File: src/rtl/vga_trace_drawer_if.sv
// Pixel write channel from the trace drawer toward the frame-buffer writer.
interface vga_trace_drawer_if #(
    parameter int X_BITS  = 8,
    parameter int Y_BITS  = 7,
    parameter int COLOR_W = 12
);
    logic               pix_valid;
    logic               pix_ready;
    logic [X_BITS-1:0]  pix_x;
    logic [Y_BITS-1:0]  pix_y;
    logic [COLOR_W-1:0] pix_color;

    modport master (output pix_valid, pix_x, pix_y, pix_color, input pix_ready);
    modport slave  (input pix_valid, pix_x, pix_y, pix_color, output pix_ready);
endinterface

File: src/rtl/vga_trace_drawer.sv
// Multi-channel column sweeper: fetches one sample per column per enabled channel
// and emits dot or vertical-line pixels over a valid/ready channel.
module vga_trace_drawer #(
    parameter int X_BITS  = 8,
    parameter int N_COLS  = 160,
    parameter int Y_BITS  = 7,
    parameter int N_ROWS  = 120,
    parameter int N_CH    = 2,
    parameter int COLOR_W = 12,
    parameter logic [N_CH*COLOR_W-1:0] CH_COLORS = {12'hF00, 12'h0F0},
    localparam int CH_W   = (N_CH > 1) ? $clog2(N_CH) : 1
) (
    input  logic                clk,
    input  logic                reset,
    input  logic                start,
    input  logic                mode,
    input  logic [N_CH-1:0]     ch_enable,
    output logic                busy,
    output logic                done,
    output logic                rd_en,
    output logic [CH_W-1:0]     rd_ch,
    output logic [X_BITS-1:0]   rd_addr,
    input  logic [Y_BITS-1:0]   rd_data,
    vga_trace_drawer_if.master  pix
);
    localparam logic [Y_BITS-1:0] Y_MAX  = Y_BITS'(N_ROWS - 1);
    localparam logic [X_BITS-1:0] X_LAST = X_BITS'(N_COLS - 1);

    typedef enum logic [2:0] {
        S_IDLE, S_SEL, S_FETCH, S_WAIT, S_DRAW, S_NEXT, S_DONE
    } state_t;

    state_t             state;
    logic               mode_r;
    logic [N_CH-1:0]    remaining;
    logic [Y_BITS-1:0]  prev_y;
    logic [Y_BITS-1:0]  span_hi;

    logic               any_left;
    logic [CH_W-1:0]    next_ch;
    logic [Y_BITS-1:0]  sample;
    logic [Y_BITS-1:0]  span_lo_c;
    logic [Y_BITS-1:0]  span_hi_c;

    always_comb begin
        any_left = 1'b0;
        next_ch  = '0;
        for (int unsigned i = N_CH; i > 0; i--) begin
            if (remaining[i-1]) begin
                any_left = 1'b1;
                next_ch  = CH_W'(i - 1);
            end
        end
    end

    always_comb begin
        sample    = (rd_data > Y_MAX) ? Y_MAX : rd_data;
        span_lo_c = sample;
        span_hi_c = sample;
        // Column 0 never joins to prev_y, so a stale value from another channel is harmless.
        if (mode_r && (rd_addr != '0)) begin
            span_lo_c = (prev_y < sample) ? prev_y : sample;
            span_hi_c = (prev_y < sample) ? sample : prev_y;
        end
    end

    always_ff @(posedge clk or negedge reset) begin
        if (!reset) begin
            state         <= S_IDLE;
            busy          <= 1'b0;
            done          <= 1'b0;
            rd_en         <= 1'b0;
            rd_ch         <= '0;
            rd_addr       <= '0;
            mode_r        <= 1'b0;
            remaining     <= '0;
            prev_y        <= '0;
            span_hi       <= '0;
            pix.pix_valid <= 1'b0;
            pix.pix_x     <= '0;
            pix.pix_y     <= '0;
            pix.pix_color <= '0;
        end else begin
            unique case (state)
                S_IDLE: begin
                    if (start) begin
                        mode_r    <= mode;
                        remaining <= ch_enable;
                        busy      <= 1'b1;
                        state     <= S_SEL;
                    end
                end
                S_SEL: begin
                    if (any_left) begin
                        remaining[next_ch] <= 1'b0;
                        rd_ch   <= next_ch;
                        rd_addr <= '0;
                        rd_en   <= 1'b1;
                        state   <= S_FETCH;
                    end else begin
                        done  <= 1'b1;
                        state <= S_DONE;
                    end
                end
                S_FETCH: begin
                    rd_en <= 1'b0;
                    state <= S_WAIT;
                end
                S_WAIT: begin
                    prev_y        <= sample;
                    span_hi       <= span_hi_c;
                    pix.pix_valid <= 1'b1;
                    pix.pix_x     <= rd_addr;
                    pix.pix_y     <= span_lo_c;
                    pix.pix_color <= CH_COLORS[int'(rd_ch)*COLOR_W +: COLOR_W];
                    state         <= S_DRAW;
                end
                S_DRAW: begin
                    if (pix.pix_ready) begin
                        if (pix.pix_y == span_hi) begin
                            pix.pix_valid <= 1'b0;
                            state         <= S_NEXT;
                        end else begin
                            pix.pix_y <= pix.pix_y + 1'b1;
                        end
                    end
                end
                S_NEXT: begin
                    if (rd_addr == X_LAST) begin
                        rd_addr <= '0;
                        state   <= S_SEL;
                    end else begin
                        rd_addr <= rd_addr + 1'b1;
                        rd_en   <= 1'b1;
                        state   <= S_FETCH;
                    end
                end
                S_DONE: begin
                    done  <= 1'b0;
                    busy  <= 1'b0;
                    state <= S_IDLE;
                end
                default: state <= S_IDLE;
            endcase
        end
    end
endmodule
File: src/flat_wrapper.sv
// flat-port wrapper written by rule: the top's interface ports become plain ports
module vga_trace_drawer_flat 
#(
    parameter int X_BITS  = 8,
    parameter int N_COLS  = 160,
    parameter int Y_BITS  = 7,
    parameter int N_ROWS  = 120,
    parameter int N_CH    = 2,
    parameter int COLOR_W = 12,
    parameter logic [N_CH*COLOR_W-1:0] CH_COLORS = {12'hF00, 12'h0F0},
    localparam int CH_W   = (N_CH > 1) ? $clog2(N_CH) : 1
)
  (clk, reset, start, mode, ch_enable, busy, done, rd_en, rd_ch, rd_addr, rd_data, pix_pix_valid, pix_pix_x, pix_pix_y, pix_pix_color, pix_pix_ready);
  vga_trace_drawer_if #(.X_BITS(X_BITS), .Y_BITS(Y_BITS), .COLOR_W(COLOR_W)) pix_i ();
  input  logic clk;
  input  logic reset;
  input  logic start;
  input  logic mode;
  input  logic [N_CH-1:0] ch_enable;
  output logic busy;
  output logic done;
  output logic rd_en;
  output logic [CH_W-1:0] rd_ch;
  output logic [X_BITS-1:0] rd_addr;
  input  logic [Y_BITS-1:0] rd_data;
  output wire logic [$bits(pix_i.pix_valid)-1:0] pix_pix_valid;
  output wire logic [$bits(pix_i.pix_x)-1:0] pix_pix_x;
  output wire logic [$bits(pix_i.pix_y)-1:0] pix_pix_y;
  output wire logic [$bits(pix_i.pix_color)-1:0] pix_pix_color;
  input wire logic [$bits(pix_i.pix_ready)-1:0] pix_pix_ready;
  assign pix_pix_valid = pix_i.pix_valid;
  assign pix_pix_x = pix_i.pix_x;
  assign pix_pix_y = pix_i.pix_y;
  assign pix_pix_color = pix_i.pix_color;
  assign pix_i.pix_ready = pix_pix_ready;
  vga_trace_drawer #(.X_BITS(X_BITS), .N_COLS(N_COLS), .Y_BITS(Y_BITS), .N_ROWS(N_ROWS), .N_CH(N_CH), .COLOR_W(COLOR_W), .CH_COLORS(CH_COLORS)) u_core (.clk(clk), .reset(reset), .start(start), .mode(mode), .ch_enable(ch_enable), .busy(busy), .done(done), .rd_en(rd_en), .rd_ch(rd_ch), .rd_addr(rd_addr), .rd_data(rd_data), .pix(pix_i));
endmodule
File: config.mk
export PLATFORM = sky130hd
export DESIGN_NAME = vga_trace_drawer_flat
export DESIGN_NICKNAME = d
export VERILOG_FILES = /design/src/rtl/vga_trace_drawer_if.sv /design/src/rtl/vga_trace_drawer.sv /design/src/flat_wrapper.sv
export SDC_FILE = /design/constraint.sdc
export NUM_CORES = 1
export LEC_CHECK = 0
export ABC_AREA = 1
export ABC_CLOCK_PERIOD_IN_PS = 1950
export CAP_MARGIN = 20
export CELL_PAD_IN_SITES_DETAIL_PLACEMENT = 1
export CELL_PAD_IN_SITES_GLOBAL_PLACEMENT = 1
export CORE_UTILIZATION = 30
export CTS_CLUSTER_SIZE = 25
export DETAILED_ROUTE_END_ITERATION = 8
export PLACE_DENSITY = 0.64
export SETUP_SLACK_MARGIN = 0.15
export SYNTH_ARGS = -nofsm -noshare
export SYNTH_HDL_FRONTEND = slang
export SYNTH_SLANG_ARGS = --single-unit
File: constraint.sdc
create_clock -name clk -period 1.95 [get_ports clk]
set_input_delay 0.585 -clock clk [delete_from_list [all_inputs] [get_ports clk]]
set_output_delay 0.585 -clock clk [all_outputs]
set_load 0.01 [all_outputs]
==> Word-level counts from Yosys, hierarchy flattened <==
Index checks and enable logic that the tools add are counted.
{ "op_classes": {"n_addsub": 2, "mul": 1, "order_cmp": 4, "n_eq_ne": 15, "shift": 1, "n_mux": 35, "bitwise_logic": 2, "reduce_logical": 20} }
{ "op_table": {"columns": ["operator", "n"], "rows": [
  ["two-way mux 7 bit", 7],
  ["variable part select 24 x 32 -> 12 bit, first input constant", 1],
  ["case mux 3 bit (6 select lines)", 1],
  ["two-way mux 8 bit", 2],
  ["case mux 8 bit (2 select lines)", 1],
  ["AND reduction 3 bit", 5],
  ["case mux 7 bit (2 select lines)", 1],
  ["two-way mux 3 bit", 4],
  ["two-way mux 1 bit", 10],
  ["inequality test 2 bit, second input constant", 5],
  ["AND reduction 2 bit", 5],
  ["nonzero test 2 bit", 5],
  ["== test 3 bit, second input constant", 3],
  ["adder 8 x 1 -> 8 bit, second input constant", 1],
  ["== test 8 bit, second input constant", 1],
  ["nonzero test 8 bit", 1],
  ["adder 7 x 1 -> 7 bit, second input constant", 1],
  ["== test 7 bit", 1],
  ["> comparator 7 bit, second input constant", 1],
  ["< comparator 7 bit", 1],
  ["== test 3 x 2 -> 1 bit, second input constant", 2],
  ["two-way mux 2 bit", 3],
  ["case mux 1 bit (2 select lines)", 3],
  ["inequality test 2 x 1 -> 1 bit, second input constant", 2],
  ["other kinds (12)", 13]
]} }
{ "totals": {"regBits": 60, "in_bits": 14, "word_cells": 94} }

==> Longest topological paths before layout <==
{ "logic_depth": {"ltp_word": 10, "mapped_depth": 14, "ltp_nobuf": 14} }

==> Least setup slack after synthesis <==
Ideal clock, no wire load.
{ "synth_path": {"path_type": "input -> register", "start": "in rd_data[4]", "end": "reg u_core.span_hi[6]", "arrival_time_ns": 2.005, "required_time_ns": 1.828, "slack_ns": -0.178, "path_stages": 10, "n_path_buf": 1, "path_cell_list": "inv_1 o21ai_0 ha_1 a21oi_1 o21a_1 clkbuf_1 nand2_1 nand2_2 o21ai_0 o21ai_1"} }
{ "synth_between": {"elab_chain_len": 5} }
{ "synth_rtl": {"columns": ["item", "line", "rtl"], "rows": [
  ["start: declaration", "flat_wrapper.sv:25", "input logic [Y_BITS-1:0] rd_data;"],
  ["> comparator 7 bit", "vga_trace_drawer.sv:57", "sample = (rd_data > Y_MAX) ? Y_MAX : rd_data;"],
  ["two-way mux 7 bit (*)", "vga_trace_drawer.sv:57", null],
  ["< comparator 7 bit", "vga_trace_drawer.sv:63", "span_hi_c = (prev_y < sample) ? sample : prev_y;"],
  ["two-way mux 7 bit", "vga_trace_drawer.sv:63", null],
  ["two-way mux 7 bit (*)", "vga_trace_drawer.sv:61", "if (mode_r && (rd_addr != '0)) begin"],
  ["end signal: assignment", "vga_trace_drawer.sv:111", "span_hi <= span_hi_c;"],
  ["end: declaration", "vga_trace_drawer.sv:37", "logic [Y_BITS-1:0] span_hi;"]
]} }
Mark *: on every way between the ends. The rest lies on a longest branch, timed or not.
A chain may end at the register's enable or synchronous reset.

==> Worst setup path after layout <==
{ "layout_path": {"start": "in rd_data[4]", "end": "reg u_core.pix.pix_y[2]"} }
{ "layout_between": {"elab_chain_len": 6} }
{ "layout_rtl": {"columns": ["item", "line", "rtl"], "rows": [
  ["> comparator 7 bit", "vga_trace_drawer.sv:57", null],
  ["two-way mux 7 bit (*)", "vga_trace_drawer.sv:57", null],
  ["< comparator 7 bit", "vga_trace_drawer.sv:62", "span_lo_c = (prev_y < sample) ? prev_y : sample;"],
  ["two-way mux 7 bit", "vga_trace_drawer.sv:62", null],
  ["two-way mux 7 bit (*)", "vga_trace_drawer.sv:61", null],
  ["case mux 7 bit (2 select lines) (*)", "vga_trace_drawer.sv:84", "unique case (state)"],
  ["end signal: assignment", "vga_trace_drawer.sv:114", "pix.pix_y <= span_lo_c;"],
  ["end signal: assignment", "vga_trace_drawer.sv:124", "pix.pix_y <= pix.pix_y + 1'b1;"],
  ["end: declaration", "vga_trace_drawer_if.sv:13", "modport master (output pix_valid, pix_x, pix_y, pix_color, input pix_ready);"]
]} }
Marked as above.

==> flow_summary_export.csv <==
group,metric,value,unit
clock_tree,clkSinkCount,50,
drt,wl_met1,3840,µm
global_routing,grt_antenna_before_repair,0,
worst_setup_path,start_kind,"input pin",
global_routing,grt-ovfl-total,0,
worst_setup_path,crit_family,"simple AND/OR/NAND/NOR gates",
logic_synthesis,yosys_warnings,0,
drt,wl_met3,256,µm
placement,hpwl,5730,µm
timing,finalCriticalPeriod,1.75,ns
clock_tree,hold_buffers,0,
drt,drc,0,
logic_synthesis,ys_ff_latch,50,
drt,ant_nets,0,
worst_setup_path,cp_data_arrival_time,1.99,ns
status,outcome,"complete, no violations",
clock_tree,clockBufferDepth,2,
worst_setup_path,path_cells,"buf_8 -> nand2_8 -> nor2_4 -> nor2_4 -> ha_4 -> nand2_2 -> inv_2 -> nand2_2 -> nand2_2 -> nand2_4 -> buf_6 -> nand4_1 -> nand3_2 -> a21oi_2",
job,maxCapViolations,0,
worst_hold_path,min_path_type,"in -> async",
finish,layout_common_cells,"nand2_1, dfrtp_1, inv_1",
floorplan,rows,35,
finish,drive_gt1_frac,0.246,
logic_synthesis,synth-async-reset-ratio,1.00,
logic_synthesis,synthTopCellsByArea,"dfrtp_1, nand2_1, inv_1",
finish,final_nets,470,
timing,fin_crit_sh,0.898,
logic_synthesis,netlist-cell-type-count,32,
placement,dpl.cell_count,530,
floorplan,ios,54,
logic_synthesis,synth_edf_count,0,
clock_tree,clk_pin_slew_worst_paths,0.10,ns
logic_synthesis,syn_area,2820,µm²
finish,stdcell_area,3990,µm²
floorplan,die_w,99,µm
logic_synthesis,yosysSeqAreaShare,0.443,
clock_tree,cts_tree,"done",
floorplan,die_h,99,µm
timing,setup_tns,0,ns
drt,wirelength,8060,µm
drt,vias_per_cell,4.88,
worst_setup_path,crit_fanout,5,
worst_setup_path,required,2.19,ns
logic_synthesis,synth_ff_type,"dfrtp_1",
worst_setup_path,crit_buf_inv,3,
power,powerDensity,1380,nW/µm²
worst_setup_path,cp-end-kind,"flip-flop",
logic_synthesis,syn_inst,365,
power,design_power_total,5.50,mW
worst_setup_path,worst_path_max_delay_cell,"ha_4",
timing,slew_violations,0,
power,p_leak,2.07,nW
drt,vias,2721,
global_routing,grt_start_max_net_pins,39,
global_routing,grt_pass1_vias,2689,
timing,rsz0062_at_grt,"yes",
finish,final_common_cell,"nand2_1",
worst_setup_path,critPathMostFrequentCell,"nand2_2",
logic_synthesis,synth_area_leader_cell,"dfrtp_1",
timing,finalSetupViolCount,0,
clock_tree,clk_latency,0.31,ns
placement,place_area,3610,µm²
finish,syn2layout_area_growth,41.3,%
power,ir_worst_vdd,0.419,mV
drt,wl_met2,3850,µm
placement,place_congestion,0.790,
finish,antenna_cells,0,
logic_synthesis,synth.avg_cell_area,7.73,µm²
logic_synthesis,yosys.area.top_type_share,0.443,
drt,first_iter_violations,49,
worst_setup_path,critical-path-max-stage-delay,0.27,ns
clock_tree,cts-htree-levels,2,
drt,dr.pass1.iters,4,
floorplan,core,9200,µm²
clock_tree,cts_buffers,5,
timing,clock_skew,0.00462,ns
floorplan,dieArea,9800,µm²
clock_tree,clock_tree.root_cell,"clkbuf_8",
global_routing,track_usage,0.170,
finish,final_cells,558,
timing,max_freq,571,MHz
floorplan,start_util,0.307,
placement,port_buffers,49,
drt,highest_layer,"met4",
drt,routedWlPerCell,14.4,µm
timing,finalHoldViolCount,0,
worst_setup_path,crit_type,"in -> reg",
global_routing,grt_pass1_wl,13200,µm
## per-layer routing
metal	GRT usage	vias up
li1	-	1346
met1	0.233	1312
met2	0.274	54
met3	0.0270	9
met4	0.0528	0
met5	0	-
## cell usage after synthesis (all sizes together), types with 5 or more instances
master  number
nand4       12
a21oi       15
clkbuf       7
nand2       86
nor3         9
ha           9
dfrtp       50
buf         11
nor2        31
o22ai        5
o21ai       37
nand3       21
inv         52
## registers in the layout, summed over array words and instances, names as in the netlist
register              cells
u_core.pix.pix_x          8
u_core.rd_addr            8
u_core.pix.pix_y          7
u_core.prev_y             7
u_core.span_hi            7
u_core.state              3
u_core.pix.pix_color      2
u_core.remaining          2
u_core.busy               1
u_core.done               1
u_core.mode_r             1
u_core.pix.pix_valid      1
u_core.rd_ch              1
u_core.rd_en              1
## stage by stage
stage	hold slack [ns]	utilization	setup WS [ns]
floorplan	0.289	-	0.0650
global placement	0.472	0.392	-0.736
detailed placement	0.476	0.392	-0.774
CTS	0.190	0.417	0.149
global route	0.198	0.434	0.121
finish	0.180	0.434	0.198
## cell families (layout without fill, tap and decap cells)
logic type / Yosys count / in the layout / synth area share
compound gates: 64 / 65 / 0.128
fa+ha+maj: 9 / 9 / 0.0399
simple gates: 163 / 163 / 0.253
mux: 1 / 1 / 0.00399
other cells: 1 / 4 / 0.00133
xor+xnor: 7 / 7 / 0.0217
flops: 50 / 50 / 0.443
buf+inv: 70 / 148 / 0.109
## worst register-to-register path: cells and delay by family, from the launching register on
family / cells / cell delay, ns
buffers and inverters: 3 / 0.41
adder cells (fa/ha/maj): 1 / 0.14
AND/OR/NAND/NOR: 3 / 0.33
flip-flops: 1 / 0.39
AO/OA/AOI/OAI: 2 / 0.38
## repair_timing
item                                    CTS  global route
cloned                                    0             1
pin swaps                                13            28
gates resized for setup                  72            34
buffers inserted                         18             2
endpoints found under the setup margin   48            23
## power breakdown
group          switching, mW  total, mW  internal (mW)
Combinational           1.81       3.12           1.31
Clock                  0.377      0.627          0.249
Sequential             0.314       1.75           1.43
Total                   2.51       5.50           2.99
## worst paths after layout
path                                       end  cells past startpoint  slack (ns)                start
min in group clk           u_core.pix.pix_x[4]                      2        0.49  u_core.pix.pix_x[4]
max in group asynchronous    u_core.rd_addr[2]                      2        1.24                reset
max reg2reg                u_core.pix.pix_y[2]                      9        0.22    u_core.rd_addr[0]
min reg2reg                u_core.pix.pix_x[4]                      2        0.49  u_core.pix.pix_x[4]
max                        u_core.pix.pix_y[2]                     14        0.20           rd_data[4]
min                           u_core.prev_y[5]                      1        0.18                reset
## layout make-up
cell class | instances | area (µm²)
well taps | 111 | 139
clock buffers | 5 | 68.8
repair buffers | 89 | 798
inverters | 52 | 195
fillers | 1118 | 5210
flip-flops and latches | 50 | 1250
multi-input cells | 249 | 1520
clock inverters | 2 | 13.8
Note: power is estimated with default switching activity, not from simulation.
